<file path="src/rtl/rab_pkg.sv">
// Shared types for the RAB write-port response block: FSM states and AXI response codes.
package rab_pkg;

  typedef enum logic [2:0] {
    IDLE   = 3'd0,
    FWD_AW = 3'd1,
    FWD_W  = 3'd2,
    DROP_W = 3'd3,
    DROP_B = 3'd4
  } state_e;

  localparam logic [1:0] RESP_OKAY   = 2'b00;
  localparam logic [1:0] RESP_SLVERR = 2'b10;
  localparam logic [1:0] RESP_DECERR = 2'b11;

  // A miss means no entry matched at all (SLVERR); otherwise the hit was disallowed (DECERR).
  function automatic logic [1:0] drop_resp(input logic miss);
    return miss ? RESP_SLVERR : RESP_DECERR;
  endfunction

endpackage

</file>
<file path="src/rtl/rab_wr_port_resp_if.sv">
// Bundle of lookup-decision, master AW/W, slave W/B and status signals for one RAB write port.
interface rab_wr_port_resp_if #(
  parameter int AXI_ADDR_WIDTH = 40,
  parameter int AXI_ID_WIDTH   = 8
);

  logic                      accept_i;
  logic                      drop_i;
  logic                      miss_i;
  logic [AXI_ADDR_WIDTH-1:0] out_addr_i;
  logic                      coherent_i;
  logic [AXI_ID_WIDTH-1:0]   aw_id_i;
  logic [7:0]                aw_len_i;

  logic                      m_aw_valid_o;
  logic                      m_aw_ready_i;
  logic [AXI_ADDR_WIDTH-1:0] m_aw_addr_o;
  logic [AXI_ID_WIDTH-1:0]   m_aw_id_o;
  logic [7:0]                m_aw_len_o;
  logic                      m_aw_coherent_o;

  logic                      s_w_valid_i;
  logic                      s_w_last_i;
  logic                      s_w_ready_o;
  logic                      m_w_valid_o;
  logic                      m_w_ready_i;

  logic                      s_b_valid_o;
  logic                      s_b_ready_i;
  logic [AXI_ID_WIDTH-1:0]   s_b_id_o;
  logic [1:0]                s_b_resp_o;

  logic                      sent_o;
  logic                      wlen_err_o;

  // Port-response block side.
  modport slave (
    input  accept_i, drop_i, miss_i, out_addr_i, coherent_i, aw_id_i, aw_len_i,
    input  m_aw_ready_i, s_w_valid_i, s_w_last_i, m_w_ready_i, s_b_ready_i,
    output m_aw_valid_o, m_aw_addr_o, m_aw_id_o, m_aw_len_o, m_aw_coherent_o,
    output s_w_ready_o, m_w_valid_o, s_b_valid_o, s_b_id_o, s_b_resp_o,
    output sent_o, wlen_err_o
  );

  // Lookup controller / AXI environment side.
  modport master (
    output accept_i, drop_i, miss_i, out_addr_i, coherent_i, aw_id_i, aw_len_i,
    output m_aw_ready_i, s_w_valid_i, s_w_last_i, m_w_ready_i, s_b_ready_i,
    input  m_aw_valid_o, m_aw_addr_o, m_aw_id_o, m_aw_len_o, m_aw_coherent_o,
    input  s_w_ready_o, m_w_valid_o, s_b_valid_o, s_b_id_o, s_b_resp_o,
    input  sent_o, wlen_err_o
  );

endinterface

</file>
<file path="src/rtl/rab_wr_port_resp.sv">
// Per-write-port consumer of RAB lookup decisions: forwards accepted AW/W bursts or sinks dropped ones with an error B.
// Optional beat-count checking is enabled with the RAB_WLAST_CHECK_EN macro.
//
// state  | meaning
// IDLE   | waiting for accept_i / drop_i from the lookup controller
// FWD_AW | presenting translated AW on the master side
// FWD_W  | passing W beats slave -> master until WLAST
// DROP_W | sinking W beats of a rejected burst until WLAST
// DROP_B | returning the error B response to the slave side
module rab_wr_port_resp
  import rab_pkg::*;
#(
  parameter int AXI_ADDR_WIDTH = 40,
  parameter int AXI_ID_WIDTH   = 8
) (
  input logic             Clk_CI,
  input logic             Rst_RI,
  rab_wr_port_resp_if.slave bus
);

  state_e                    state_q, state_d;
  logic [AXI_ADDR_WIDTH-1:0] addr_q;
  logic [AXI_ID_WIDTH-1:0]   id_q;
  logic [7:0]                len_q;
  logic                      coherent_q;
  logic [1:0]                resp_q;
  logic                      sent_q, sent_d;

  logic capture_accept, capture_drop, w_beat;
  logic aw_valid, w_ready, w_valid, b_valid;

  always_comb begin
    state_d        = state_q;
    sent_d         = 1'b0;
    capture_accept = 1'b0;
    capture_drop   = 1'b0;
    w_beat         = 1'b0;
    aw_valid       = 1'b0;
    w_ready        = 1'b0;
    w_valid        = 1'b0;
    b_valid        = 1'b0;
    case (state_q)
      IDLE: begin
        if (bus.accept_i) begin
          capture_accept = 1'b1;
          state_d        = FWD_AW;
        end else if (bus.drop_i) begin
          capture_drop = 1'b1;
          state_d      = DROP_W;
        end
      end
      FWD_AW: begin
        aw_valid = 1'b1;
        if (bus.m_aw_ready_i) state_d = FWD_W;
      end
      FWD_W: begin
        w_valid = bus.s_w_valid_i;
        w_ready = bus.m_w_ready_i;
        w_beat  = bus.s_w_valid_i & bus.m_w_ready_i;
        if (w_beat && bus.s_w_last_i) begin
          state_d = IDLE;
          sent_d  = 1'b1;
        end
      end
      DROP_W: begin
        w_ready = 1'b1;
        w_beat  = bus.s_w_valid_i;
        if (w_beat && bus.s_w_last_i) state_d = DROP_B;
      end
      DROP_B: begin
        b_valid = 1'b1;
        if (bus.s_b_ready_i) begin
          state_d = IDLE;
          sent_d  = 1'b1;
        end
      end
      default: state_d = IDLE;
    endcase
  end

`ifdef RAB_WLAST_CHECK_EN
  logic [8:0] beat_cnt_q;
  logic       wlen_err_q;
  logic       beat_mismatch;

  // Remaining beats after the current one; WLAST must coincide with zero.
  assign beat_mismatch = w_beat & (bus.s_w_last_i ? (beat_cnt_q != 9'd0) : (beat_cnt_q == 9'd0));

  always_ff @(posedge Clk_CI) begin
    if (Rst_RI) begin
      beat_cnt_q <= 9'd0;
      wlen_err_q <= 1'b0;
    end else begin
      if (capture_accept || capture_drop) begin
        beat_cnt_q <= {1'b0, bus.aw_len_i};
      end else if (w_beat && beat_cnt_q != 9'd0) begin
        beat_cnt_q <= beat_cnt_q - 9'd1;
      end
      if (beat_mismatch) wlen_err_q <= 1'b1;
    end
  end

  assign bus.wlen_err_o = wlen_err_q;
`else
  assign bus.wlen_err_o = 1'b0;
`endif

  always_ff @(posedge Clk_CI) begin
    if (Rst_RI) begin
      state_q    <= IDLE;
      sent_q     <= 1'b0;
      addr_q     <= '0;
      id_q       <= '0;
      len_q      <= '0;
      coherent_q <= 1'b0;
      resp_q     <= RESP_OKAY;
    end else begin
      state_q <= state_d;
      sent_q  <= sent_d;
      if (capture_accept) begin
        addr_q     <= bus.out_addr_i;
        id_q       <= bus.aw_id_i;
        len_q      <= bus.aw_len_i;
        coherent_q <= bus.coherent_i;
      end else if (capture_drop) begin
        id_q   <= bus.aw_id_i;
        len_q  <= bus.aw_len_i;
        resp_q <= drop_resp(bus.miss_i);
      end
`ifdef RAB_WLAST_CHECK_EN
      if (state_q == DROP_W && beat_mismatch) resp_q <= RESP_SLVERR;
`endif
    end
  end

  assign bus.m_aw_valid_o    = aw_valid;
  assign bus.m_aw_addr_o     = addr_q;
  assign bus.m_aw_id_o       = id_q;
  assign bus.m_aw_len_o      = len_q;
  assign bus.m_aw_coherent_o = coherent_q;
  assign bus.s_w_ready_o     = w_ready;
  assign bus.m_w_valid_o     = w_valid;
  assign bus.s_b_valid_o     = b_valid;
  assign bus.s_b_id_o        = id_q;
  assign bus.s_b_resp_o      = resp_q;
  assign bus.sent_o          = sent_q;

  // The lookup controller must issue one decision at a time, and only when this port is idle.
  a_single_decision : assert property (@(posedge Clk_CI) disable iff (Rst_RI)
    !(bus.accept_i && bus.drop_i));
  a_decision_in_idle : assert property (@(posedge Clk_CI) disable iff (Rst_RI)
    (bus.accept_i || bus.drop_i) |-> (state_q == IDLE));

endmodule
</file>
<file path="src/flat_wrapper.sv">
// flat-port wrapper written by rule: the top's interface ports become plain ports
module rab_wr_port_resp_flat import rab_pkg::*;
#(
  parameter int AXI_ADDR_WIDTH = 40,
  parameter int AXI_ID_WIDTH   = 8
)
  (Clk_CI, Rst_RI, bus_accept_i, bus_drop_i, bus_miss_i, bus_out_addr_i, bus_coherent_i, bus_aw_id_i, bus_aw_len_i, bus_m_aw_ready_i, bus_s_w_valid_i, bus_s_w_last_i, bus_m_w_ready_i, bus_s_b_ready_i, bus_m_aw_valid_o, bus_m_aw_addr_o, bus_m_aw_id_o, bus_m_aw_len_o, bus_m_aw_coherent_o, bus_s_w_ready_o, bus_m_w_valid_o, bus_s_b_valid_o, bus_s_b_id_o, bus_s_b_resp_o, bus_sent_o, bus_wlen_err_o);
  rab_wr_port_resp_if #(.AXI_ADDR_WIDTH(AXI_ADDR_WIDTH), .AXI_ID_WIDTH(AXI_ID_WIDTH)) bus_i ();
  input logic Clk_CI;
  input logic Rst_RI;
  input wire logic [$bits(bus_i.accept_i)-1:0] bus_accept_i;
  input wire logic [$bits(bus_i.drop_i)-1:0] bus_drop_i;
  input wire logic [$bits(bus_i.miss_i)-1:0] bus_miss_i;
  input wire logic [$bits(bus_i.out_addr_i)-1:0] bus_out_addr_i;
  input wire logic [$bits(bus_i.coherent_i)-1:0] bus_coherent_i;
  input wire logic [$bits(bus_i.aw_id_i)-1:0] bus_aw_id_i;
  input wire logic [$bits(bus_i.aw_len_i)-1:0] bus_aw_len_i;
  input wire logic [$bits(bus_i.m_aw_ready_i)-1:0] bus_m_aw_ready_i;
  input wire logic [$bits(bus_i.s_w_valid_i)-1:0] bus_s_w_valid_i;
  input wire logic [$bits(bus_i.s_w_last_i)-1:0] bus_s_w_last_i;
  input wire logic [$bits(bus_i.m_w_ready_i)-1:0] bus_m_w_ready_i;
  input wire logic [$bits(bus_i.s_b_ready_i)-1:0] bus_s_b_ready_i;
  output wire logic [$bits(bus_i.m_aw_valid_o)-1:0] bus_m_aw_valid_o;
  output wire logic [$bits(bus_i.m_aw_addr_o)-1:0] bus_m_aw_addr_o;
  output wire logic [$bits(bus_i.m_aw_id_o)-1:0] bus_m_aw_id_o;
  output wire logic [$bits(bus_i.m_aw_len_o)-1:0] bus_m_aw_len_o;
  output wire logic [$bits(bus_i.m_aw_coherent_o)-1:0] bus_m_aw_coherent_o;
  output wire logic [$bits(bus_i.s_w_ready_o)-1:0] bus_s_w_ready_o;
  output wire logic [$bits(bus_i.m_w_valid_o)-1:0] bus_m_w_valid_o;
  output wire logic [$bits(bus_i.s_b_valid_o)-1:0] bus_s_b_valid_o;
  output wire logic [$bits(bus_i.s_b_id_o)-1:0] bus_s_b_id_o;
  output wire logic [$bits(bus_i.s_b_resp_o)-1:0] bus_s_b_resp_o;
  output wire logic [$bits(bus_i.sent_o)-1:0] bus_sent_o;
  output wire logic [$bits(bus_i.wlen_err_o)-1:0] bus_wlen_err_o;
  assign bus_i.accept_i = bus_accept_i;
  assign bus_i.drop_i = bus_drop_i;
  assign bus_i.miss_i = bus_miss_i;
  assign bus_i.out_addr_i = bus_out_addr_i;
  assign bus_i.coherent_i = bus_coherent_i;
  assign bus_i.aw_id_i = bus_aw_id_i;
  assign bus_i.aw_len_i = bus_aw_len_i;
  assign bus_i.m_aw_ready_i = bus_m_aw_ready_i;
  assign bus_i.s_w_valid_i = bus_s_w_valid_i;
  assign bus_i.s_w_last_i = bus_s_w_last_i;
  assign bus_i.m_w_ready_i = bus_m_w_ready_i;
  assign bus_i.s_b_ready_i = bus_s_b_ready_i;
  assign bus_m_aw_valid_o = bus_i.m_aw_valid_o;
  assign bus_m_aw_addr_o = bus_i.m_aw_addr_o;
  assign bus_m_aw_id_o = bus_i.m_aw_id_o;
  assign bus_m_aw_len_o = bus_i.m_aw_len_o;
  assign bus_m_aw_coherent_o = bus_i.m_aw_coherent_o;
  assign bus_s_w_ready_o = bus_i.s_w_ready_o;
  assign bus_m_w_valid_o = bus_i.m_w_valid_o;
  assign bus_s_b_valid_o = bus_i.s_b_valid_o;
  assign bus_s_b_id_o = bus_i.s_b_id_o;
  assign bus_s_b_resp_o = bus_i.s_b_resp_o;
  assign bus_sent_o = bus_i.sent_o;
  assign bus_wlen_err_o = bus_i.wlen_err_o;
  rab_wr_port_resp #(.AXI_ADDR_WIDTH(AXI_ADDR_WIDTH), .AXI_ID_WIDTH(AXI_ID_WIDTH)) u_core (.Clk_CI(Clk_CI), .Rst_RI(Rst_RI), .bus(bus_i));
endmodule
</file>
<file path="config.mk">
export PLATFORM = sky130hd
export DESIGN_NAME = rab_wr_port_resp_flat
export DESIGN_NICKNAME = d
export VERILOG_FILES = /design/src/rtl/rab_pkg.sv /design/src/rtl/rab_wr_port_resp_if.sv /design/src/rtl/rab_wr_port_resp.sv /design/src/flat_wrapper.sv
export SDC_FILE = /design/constraint.sdc
export NUM_CORES = 1
export LEC_CHECK = 0
export ABC_AREA = 1
export ABC_CLOCK_PERIOD_IN_PS = 2000
export CORE_ASPECT_RATIO = 1.5
export CORE_MARGIN = 5
export CORE_UTILIZATION = 35
export DETAILED_ROUTE_END_ITERATION = 8
export MAX_ROUTING_LAYER = met4
export PLACE_DENSITY = 0.68
export SYNTH_ARGS = -nofsm -noshare
export SYNTH_HDL_FRONTEND = slang
export SYNTH_SLANG_ARGS = --single-unit
</file>
<file path="constraint.sdc">
create_clock -name Clk_CI -period 2 [get_ports Clk_CI]
set_clock_uncertainty 0.15 [all_clocks]
set_input_delay 0.4 -clock Clk_CI [delete_from_list [all_inputs] [get_ports Clk_CI]]
set_output_delay 0.4 -clock Clk_CI [all_outputs]
set_load 0.03 [all_outputs]
</file>
==> reports/metrics.yaml <==
clock_tree:
  clk_pin_slew_ns: 0.05
  cts.hold.buffers_added: 0
  clk_path_buf_depth: 2
  clock_tree.htree_level_count: 3
  clk_latency_ns: 0.32
  clock-sinks: 63
  post-cts-setup-buffer-count: 0
  cts_tree: "built"
  cts_buffers: 9
  clock-root-buffer: "sky130_fd_sc_hd__clkbuf_16"
hold_path:
  hold_path_end: "u_core.bus.s_b_resp_o[1]"
  hold_path_class: "reg -> reg"
  hold_path_startpoint: "u_core.bus.s_b_resp_o[1]"
  holdPathStages: 2
global_route:
  grt_pass1_vias: 2719
  grt_antenna_before_repair: 0
  global_route_wire_length_before_repair_um: 13700
  overflow: 0
  maximum_number_of_pins_on_one_net_before_global_route_repair: 42
  grt_util_all_layers_pct: 17.3
timing:
  rsz0062_at_grt: "true"
  layout_setup_ws_ns: 0.0579
  setup-violations-final: 0
  timing.fmax_ghz: 0.515
  final.period_utilization_pct: 97.1
  slew_viol_final: 0
  period_needed_ns: 1.94
  final-hold-violation-count: 0
worst_setup_path:
  cp_top_family: "buffers and inverters"
  worstPathRequired_ns: 1.45
  r2r-start: "u_core.state_q[0]"
  critical_path.cell_chain: "clkdlybuf4s50_1"
  worst-path-buf-inv: 1
  cp-start-kind: "register"
  worstSetupPathType: "reg -> out"
  crit_arrival_ns: 1.39
  regToRegEndpoint: "u_core.bus.m_aw_addr_o[2]"
  worstSetupEndpointType: "primary output"
  worstRegToRegCells: 7
  timing.critical_path.slowest_stage_cell: "sky130_fd_sc_hd__clkdlybuf4s50_1"
  timing.critical_path.slowest_cell_delay_ns: 0.70
  regToRegSetupSlack_ns: 0.21
  critPathMaxFanout: 3
die:
  die_h_um: 121
  design.die.area_um2: 10100
  fp.dieW_um: 83.7
  floorplan.initialDensity_pct: 35.6
  rows: 40
  pin_count: 140
  core_area_um2: 8010
finish:
  final_util_pct: 55.6
  register_area_um2: 1260
  multi_input_area_um2: 1270
  fill_cells: 726
  post_layout_nonfiller_instances: 561
  post_route_cells_drive_above_1_share_pct: 20.0
  final_cell_area_um2: 4450
  final_net_count: 520
  n_antenna_cell: 0
  syn2layout_area_growth_pct: 56.1
logic_synthesis:
  yosys-top-cells-area: "sky130_fd_sc_hd__dfxtp_1 44%, sky130_fd_sc_hd__nand3_2 11%, sky130_fd_sc_hd__a21oi_2 9.2%"
  post_synth.cell_area_avg_um2: 8.69
  synth_compound_area_share_pct: 15.1
  synth_top_family_by_area: "simple AND/OR/NAND/NOR gates"
  count_of_flip_flops_with_a_built_in_enable_after_synthesis: 0
  ys_types: 26
  synth_top_cell_by_area: "sky130_fd_sc_hd__dfxtp_1"
  synth-xor-area-share_pct: 0
  synth-simple-area-share_pct: 29.3
  synth_largest_type_area_fraction_pct: 44.2
  ys_seq_area_share_pct: 44.2
  synth_seq_cells: 63
  mappedNetlistArea_um2: 2850
  synth_mux_area_share_pct: 0
  post_synth_fa_ha_maj_area_fraction_pct: 0
  postSynthNetCount: 395
  netlist_instances: 328
  yosys_most_used_dff: "sky130_fd_sc_hd__dfxtp_1"
  synth-warning-count: 0
  synth_async_sr_flop_share_pct: 0
place:
  place.gp.congestion: 0.840
  post-place-ws_ns: 0.109
  placed_wire_length_estimate_after_detailed_placement_um: 6120
  dpl-instance-area_um2: 4190
  number_of_placed_instances_taps_included: 547
  port-buffer-count: 138
status:
  status: "complete, no violations"
drt:
  antenna_left: 0
  num_vias: 2630
  drtIter0Drc: 172
  detailedRoute.firstPassIterationCount: 4
  routed_wl_um: 8460
  detail_route.vias_per_cell: 4.69
  route.detailed.drc: 0
  avgRoutedWirePerCell_um: 15.1
power:
  powerDensity_nw_per_um2: 1290
  leakage_nw: 1.64
  power.ir.vdd_worst_mv: 0.648
flow_run:
  drv.max_cap_violation_count: 0
==> registers in the layout, summed over array words and instances (netlist names) <==
register and count:
u_core.bus.m_aw_coherent_o 1, u_core.bus.s_b_resp_o 2, u_core.bus.m_aw_len_o 8, u_core.bus.m_aw_addr_o 40, u_core.state_q 3, u_core.bus.sent_o 1
u_core.bus.m_aw_id_o 8
==> cell usage in the layout (no fill, tap or decap) <==
cell type,n
sky130_fd_sc_hd__clkdlybuf4s50_1,132
sky130_fd_sc_hd__nand2_1,67
sky130_fd_sc_hd__dfxtp_1,63
sky130_fd_sc_hd__nand3_1,32
sky130_fd_sc_hd__nand3_2,30
sky130_fd_sc_hd__a21oi_2,30
sky130_fd_sc_hd__a21oi_1,30
sky130_fd_sc_hd__inv_1,14
sky130_fd_sc_hd__nor2_1,14
sky130_fd_sc_hd__clkbuf_16,9
sky130_fd_sc_hd__buf_4,9
sky130_fd_sc_hd__nor3_1,2
sky130_fd_sc_hd__nand2_4,2
sky130_fd_sc_hd__o21ai_0,2
sky130_fd_sc_hd__clkbuf_8,2
sky130_fd_sc_hd__clkbuf_1,2
sky130_fd_sc_hd__buf_2,2
sky130_fd_sc_hd__clkdlybuf4s15_1,2
sky130_fd_sc_hd__buf_12,2
sky130_fd_sc_hd__and2_1,1
sky130_fd_sc_hd__nor2_4,1
sky130_fd_sc_hd__inv_6,1
sky130_fd_sc_hd__nand3b_1,1
sky130_fd_sc_hd__inv_2,1
sky130_fd_sc_hd__nand2_2,1
sky130_fd_sc_hd__o211ai_1,1
sky130_fd_sc_hd__nand4_1,1
sky130_fd_sc_hd__conb_1,1
sky130_fd_sc_hd__clkinv_2,1
==> how the worst max path moves through the flow <==
stage	startpoint	slack, ns	to	cells past startpoint
after floorplan	u_core.state_q[1]	0.46	bus_s_w_ready_o	4
after global placement	u_core.state_q[0]	0.15	bus_s_b_valid_o	4
after detailed placement	u_core.state_q[0]	0.11	bus_s_b_valid_o	4
after CTS	u_core.bus.m_aw_id_o[7]	0.02	bus_s_b_id_o[7]	1
after global routing	u_core.state_q[1]	-0.004	bus_m_w_valid_o	4
final	u_core.bus.m_aw_id_o[7]	0.06	bus_s_b_id_o[7]	1
==> cell type report <==
class,instances,area share (%)
clock buffers,13,5.85
repair buffers,147,32.8
multi-input cells,216,28.5
clock inverters,1,0.112
well taps,105,2.95
inverters,16,1.46
flip-flops and latches,63,28.3
==> metrics by stage <==
stage / setup TNS (ns) / power, mW / hold slack [ns]
6_report: 0 / 5.72 / 0.300
3_5_place_dp: 0 / 4.39 / 0.293
2_1_floorplan: 0 / 3.68 / 0.382
5_1_grt: -0.00425 / 6.06 / 0.319
3_3_place_gp: 0 / 4.35 / 0.290
4_1_cts: 0 / 5.80 / 0.300
==> layer usage <==
layer	part of all wire, %	global-route usage (%)	vias up
met2	52	28.9	84
met4	3.5	10.1	0
met5	0	-	-
li1	-	-	1326
met3	4.4	2.86	21
met1	40	19.5	1199
==> where the power goes <==
group | internal, mW | switching [mW] | leakage, nW
clock | 0.889 | 0.501 | 0.132
combinational | 0.998 | 1.64 | 0.991
sequential | 1.52 | 0.172 | 0.516
total | 3.41 | 2.31 | 1.64
==> cells by family after synthesis <==
family,count (synthesis)
other cells,1
buf+inv,49
flops,63
compound gates,63
simple gates,152
==> synthesized netlist by cell type (all sizes together), types with 2 or more instances <==
library cell,count
a21oi,60
buf,25
clkbuf,8
dfxtp,63
inv,16
nand2,70
nand3,62
nor2,15
nor3,2
o21ai,2
==> timing repair <==
item | 4_1_cts | 5_1_grt
endpoints found under the hold margin | 0 | 0
resized for setup | 2 | 2
setup endpoints to repair | 2 | 3
No activity file was read; power rests on OpenSTA's default activity.
